File: src/rtl/ttl_74153_scheduler_pkg.sv
// Shared definitions for the ttl_74153 scheduler and sibling chip sequencers.
// Holds the controller state encodings.
package ttl_74153_scheduler_pkg;

   // Common control-state encoding; other sequencers decode these same values.
   typedef enum logic [1:0] {
      IDLE   = 2'd0,
      SETTLE = 2'd1,
      GRANT  = 2'd2
   } ctrl_state_t;

endpackage

File: src/rtl/ttl_74153_scheduler_rr_pick.sv
// Combinational circular priority picker: first set request bit at or after ptr.
// WIDTH_IN must be a power of two so index arithmetic wraps naturally.
module rr_pick
   import ttl_74153_scheduler_pkg::*;
#(
   parameter int WIDTH_IN = 4
) (
   input  logic [WIDTH_IN-1:0]         req,
   input  logic [$clog2(WIDTH_IN)-1:0] ptr,
   output logic [$clog2(WIDTH_IN)-1:0] winner,
   output logic                        valid
);

   localparam int SEL_W = $clog2(WIDTH_IN);

   logic [WIDTH_IN-1:0] rotated;
   logic [SEL_W-1:0]    offset;

   // rotated[k] is the request k positions after ptr (modulo WIDTH_IN).
   for (genvar gi = 0; gi < WIDTH_IN; gi++) begin : g_rot
      assign rotated[gi] = req[ptr + SEL_W'(gi)];
   end

   always_comb begin
      offset = '0;
      for (int i = WIDTH_IN - 1; i >= 0; i--) begin
         if (rotated[i]) begin
            offset = SEL_W'(i);
         end
      end
   end

   assign winner = ptr + offset;
   assign valid  = |req;

endmodule

File: src/rtl/ttl_74153_scheduler.sv
// Round-robin, break-before-make owner of a ttl_74153 mux's Select and Enable_bar.
// Outputs are disabled while Select moves and re-enabled after a settle interval.
module ttl_74153_scheduler
   import ttl_74153_scheduler_pkg::*;
#(
   parameter int BLOCKS        = 2,
   parameter int WIDTH_IN      = 4,
   parameter int SETTLE_CYCLES = 1,
   parameter int MAX_HOLD      = 8,
   parameter int DELAY_RISE    = 0,
   parameter int DELAY_FALL    = 0
) (
   input  logic                        Clk,
   input  logic                        Clear_bar,
   input  logic [WIDTH_IN-1:0]         Req,
   input  logic                        Done,
   input  logic [BLOCKS-1:0]           Block_mask,
   output logic [$clog2(WIDTH_IN)-1:0] Select,
   output logic [BLOCKS-1:0]           Enable_bar,
   output logic [WIDTH_IN-1:0]         Grant,
   output logic                        Busy
);

   localparam int SEL_W  = $clog2(WIDTH_IN);
   localparam int SC_W   = $clog2(SETTLE_CYCLES + 1);
   localparam int HOLD_W = $clog2(MAX_HOLD + 2);
   localparam logic [SC_W-1:0]     SETTLE_LOAD = SC_W'(SETTLE_CYCLES - 1);
   localparam logic [HOLD_W-1:0]   HOLD_MAX    = HOLD_W'(MAX_HOLD);
   localparam logic [HOLD_W-1:0]   HOLD_LAST   = HOLD_W'((MAX_HOLD > 0) ? MAX_HOLD - 1 : 0);
   localparam logic [WIDTH_IN-1:0] ONE         = WIDTH_IN'(1);

   if (SETTLE_CYCLES < 1 || WIDTH_IN < 2 || (WIDTH_IN & (WIDTH_IN - 1)) != 0 ||
       DELAY_RISE < 0 || DELAY_FALL < 0) begin : g_bad_params
      $error("ttl_74153_scheduler: illegal parameter combination");
   end

   ctrl_state_t         state_reg, state_next;
   logic [SEL_W-1:0]    select_reg, select_next;
   logic [BLOCKS-1:0]   enable_bar_reg, enable_bar_next;
   logic [WIDTH_IN-1:0] grant_reg, grant_next;
   logic                busy_reg, busy_next;
   logic [SEL_W-1:0]    ptr_reg, ptr_next;
   logic [HOLD_W-1:0]   hold_reg, hold_next;
   logic [SC_W-1:0]     settle_reg, settle_next;

   logic [SEL_W-1:0]    pick_idx;
   logic                pick_valid;
   logic [WIDTH_IN-1:0] owner_onehot;
   logic                owner_req;
   logic                timeout;
   logic                release_now;

   rr_pick #(.WIDTH_IN(WIDTH_IN)) u_pick (
      .req    (Req),
      .ptr    (ptr_reg),
      .winner (pick_idx),
      .valid  (pick_valid)
   );

   // Select always holds the current (or last) winner, so it doubles as the owner index.
   assign owner_onehot = ONE << select_reg;
   assign owner_req    = Req[select_reg];
   assign timeout      = (MAX_HOLD != 0) && (hold_reg == HOLD_LAST) && (|(Req & ~owner_onehot));
   assign release_now  = Done || !owner_req || timeout;

   always_ff @(posedge Clk or negedge Clear_bar) begin
      if (!Clear_bar) begin
         state_reg      <= IDLE;
         select_reg     <= '0;
         enable_bar_reg <= '1;
         grant_reg      <= '0;
         busy_reg       <= 1'b0;
         ptr_reg        <= '0;
         hold_reg       <= '0;
         settle_reg     <= '0;
      end else begin
         state_reg      <= state_next;
         select_reg     <= select_next;
         enable_bar_reg <= enable_bar_next;
         grant_reg      <= grant_next;
         busy_reg       <= busy_next;
         ptr_reg        <= ptr_next;
         hold_reg       <= hold_next;
         settle_reg     <= settle_next;
      end
   end

   always_comb begin
      state_next = state_reg;
      unique case (state_reg)
         IDLE:    if (pick_valid) state_next = SETTLE;
         SETTLE:  if (!owner_req) state_next = IDLE;
                  else if (settle_reg == '0) state_next = GRANT;
         GRANT:   if (release_now) state_next = IDLE;
         default: state_next = IDLE;
      endcase
   end

   always_comb begin
      select_next     = select_reg;
      enable_bar_next = '1;
      grant_next      = '0;
      busy_next       = busy_reg;
      ptr_next        = ptr_reg;
      hold_next       = hold_reg;
      settle_next     = settle_reg;
      unique case (state_reg)
         IDLE: begin
            busy_next = 1'b0;
            if (pick_valid) begin
               select_next = pick_idx;
               busy_next   = 1'b1;
               settle_next = SETTLE_LOAD;
            end
         end
         SETTLE: begin
            // An abort leaves Ptr alone so the same requester keeps priority.
            if (!owner_req) begin
               busy_next = 1'b0;
            end else if (settle_reg == '0) begin
               enable_bar_next = ~Block_mask;
               grant_next      = owner_onehot;
               hold_next       = '0;
            end else begin
               settle_next = settle_reg - 1'b1;
            end
         end
         GRANT: begin
            if (release_now) begin
               busy_next = 1'b0;
               ptr_next  = select_reg + 1'b1;
            end else begin
               enable_bar_next = ~Block_mask;
               grant_next      = owner_onehot;
               if (hold_reg != HOLD_MAX) hold_next = hold_reg + 1'b1;
            end
         end
         default: busy_next = 1'b0;
      endcase
   end

   assign Select     = select_reg;
   assign Enable_bar = enable_bar_reg;
   assign Grant      = grant_reg;
   assign Busy       = busy_reg;

endmodule

File: config.mk
export PLATFORM = sky130hd
export DESIGN_NAME = ttl_74153_scheduler
export DESIGN_NICKNAME = d
export VERILOG_FILES = /design/src/rtl/ttl_74153_scheduler_pkg.sv /design/src/rtl/ttl_74153_scheduler_rr_pick.sv /design/src/rtl/ttl_74153_scheduler.sv
export SDC_FILE = /design/constraint.sdc
export NUM_CORES = 1
export LEC_CHECK = 0
export ABC_AREA = 0
export CAP_MARGIN = 20
export CORE_ASPECT_RATIO = 0.8
export CORE_MARGIN = 5
export CORE_UTILIZATION = 53
export CTS_CLUSTER_DIAMETER = 200
export DETAILED_ROUTE_END_ITERATION = 7
export PLACE_DENSITY = 0.78
export SYNTH_ARGS = -nofsm -noshare
export SYNTH_HDL_FRONTEND = slang
export SYNTH_SLANG_ARGS = --single-unit
File: constraint.sdc
create_clock -name Clk -period 2.7 [get_ports Clk]
set_clock_uncertainty 0.15 [all_clocks]
set_input_delay 0.54 -clock Clk [delete_from_list [all_inputs] [get_ports Clk]]
set_output_delay 0.54 -clock Clk [all_outputs]
set_load 0.05 [all_outputs]
==> flow_summary.toml <==
[outcome]
status = "completed"

[sta]
setup_violations = 0
hold_violations = 0
fin_crit_sh = 0.880
period_needed_ns = 2.37
worst_slack_ns = 0.325
rsz0062_at_grt = "no"
max-slew-margin-rel = 0.481
drv_slew = 0
fmax_ghz = 0.421
worst_pin_slew_ns = 0.777
fin_tns_setup_ns = 0

[worst_hold_path]
hold_path_class = "reg2reg"

[clock_tree]
h-tree-depth = 1
clockRootBuffer = "clkbuf_4"
clk_pin_slew_ns = 0.09
cts_buffer_depth = 2
ctsResizeCount = 0
cts_setup_buffers = 0
clk_latency_ns = 0.29
cts_tree = "yes"
cts_buffers = 3
hold_buffers = 0
cts_sinks = 17

[global_routing]
antenna_found_initial = 0
grt_use_total = 0.164
grt-ovfl-total = 0
grt_pass1_vias = 955
grt_max_degree = 18
grt_pass1_wl_um = 4330

[power]
p_comb_frac = 0.599
p_leak_uw = 0.000668
pwr-share-seq = 0.308
power.density_nw_per_um2 = 1010
power.share.clock = 0.093
swShare = 0.470
p_int_uw = 759
ir_drop_v = 0.000703
switchingPower_uw = 673

[layout]
post-route-cell-area_um2 = 1420
regArea_um2 = 428
layout-drive-gt1-share = 0.119
n_antenna_cell = 0
area_delta_synth_final_pct = 17.8
fin_cells = 168
fillCellCount = 176
multi_input_area_um2 = 683
fin_nets = 163

[routing]
drt_wl_total_um = 2510
drt_iter0_markers = 24
antenna_left = 0
vias_per_cell = 5.86
drc_errors = 0
avgRoutedWirePerCell_um = 14.9
via_count = 984
drt_first_pass_iters = 5

[synth]
synth-seq-area-share = 0.355
synth_top_area_share = 0.311
async_flop_share = 1.00
synthDistinctLibCells = 44
syn_nets = 142
syn_inst = 123
yosysTopAreaCell = "dfrtp_1"
yosys-top-cells-area = "dfrtp_1 (31%), ha_1 (10%), dfstp_2 (4.4%)"
syn-cell-area_um2 = 1210
synth_common_cells = "dfrtp_1 (15), inv_1 (11), nand2_1 (11), ha_1 (10)"
ys.flop_type = "dfrtp_1"
synth.avg_cell_area_um2 = 9.81
synth_warnings = 0
yosysMostFrequentCell = "dfrtp_1"
synth_edf_count = 0
synth-seq-cells = 17

[setup_path]
crit_path_end_kind = "output port"
critPathRequiredTime_ns = 2.01
crit_buf_inv = 1
critPathTopFamily = "buffers and inverters"
cp_max_fo = 8
crit_type = "reg2out"
critPathMaxStageDelay_ns = 0.87
worstPathArrival_ns = 1.68
start_kind = "register"
path_cells = "clkdlybuf4s50_1"
crit_slowest_cell = "clkdlybuf4s50_1"

[floorplan]
io_pins = 18
die_w_um = 63.3
rows = 15
core_um2 = 2160
die_area_um2 = 3340
die_h_um = 52.7
start_util = 0.559

[job]
cap_violations = 0

[placement]
port_buffers = 17
placed_area_um2 = 1400
place_ws_ns = 0.0761
dp.final_hpwl_um = 1960
dp.cells = 164
gp_congestion = 0.833
-- power groups by stage --
stage	clock network, µW	logic [µW]	registers [µW]
6_report	134	857	441
5_1_grt	159	925	453
4_1_cts	141	859	438
3_5_place_dp	0	859	444
3_3_place_gp	0	828	442
2_1_floorplan	0	489	577
-- path summary, 6_finish.rpt --
kind	startpoint	to	slack, ns	cells past startpoint
worst max-delay path	Select[1]$_DFFE_PN0P_	Select[1]	0.33	1
worst min-delay path	Busy$_DFFE_PN0P_	Busy$_DFFE_PN0P_	0.39	2
worst max register to register	Select[0]$_DFFE_PN0P_	state_reg[1]$_DFFE_PN0P_	0.39	8
worst min register to register	Busy$_DFFE_PN0P_	Busy$_DFFE_PN0P_	0.39	2
max in group asynchronous	Clear_bar	state_reg[1]$_DFFE_PN0P_	1.37	1
min in group asynchronous	Clear_bar	Busy$_DFFE_PN0P_	0.55	1
-- logic make-up (layout without fill, tap and decap cells) --
kind of cell    after synthesis  in the layout  synth area share
compound gates               27             27             0.179
xor+xnor                      2              2            0.0145
fa+ha+maj                    10             10             0.104
buf+inv                      18             38            0.0788
flops                        17             17             0.355
mux                           7              7            0.0705
simple gates                 42             42             0.198
-- placed cells by master (no fill, tap or decap), types with 2 or more instances in the layout --
master and count:
ha_1 10, clkbuf_4 3, nand2b_1 5, dfrtp_1 15, buf_4 5, a21oi_1 5, inv_1 11, a211oi_1 2
a32o_1 2, nor2_1 3, nand2_1 11, mux2i_1 4, dfstp_2 2, nor3b_1 2, nand2b_4 2, nand3_1 4
and3b_1 2, clkdlybuf4s50_1 17, a221o_1 2, a41o_1 2, o21ai_0 4, and3_1 4, nor3_1 5
-- metal layers --
metal	GRT usage	share of wire	vias up
li1	-	-	478
met1	0.205	0.48	477
met2	0.275	0.46	27
met3	0.0494	0.058	2
met4	0.0415	0.0052	0
met5	0	0	-
-- layout make-up --
cell class | instances | area share
clock buffers | 4 | 0.0185
flip-flops and latches | 17 | 0.301
repair buffers | 22 | 0.146
multi-input cells | 88 | 0.481
well taps | 25 | 0.0220
inverters | 12 | 0.0317
-- through the flow --
stage	util	hold WS [ns]	power [µW]
2_1_floorplan	-	0.0944	1070
3_3_place_gp	0.646	0.362	1270
3_5_place_dp	0.646	0.369	1300
4_1_cts	0.659	0.393	1440
5_1_grt	0.659	0.413	1540
6_report	0.659	0.388	1430
-- tightest hold or removal path, delay by kind of cell (launching register included) --
kind                   cells  cell delay, ns
DFF                        1            0.39
muxes                      1            0.06
buffers and inverters      1            0.05
Note: power is estimated with default switching activity, not from simulation.
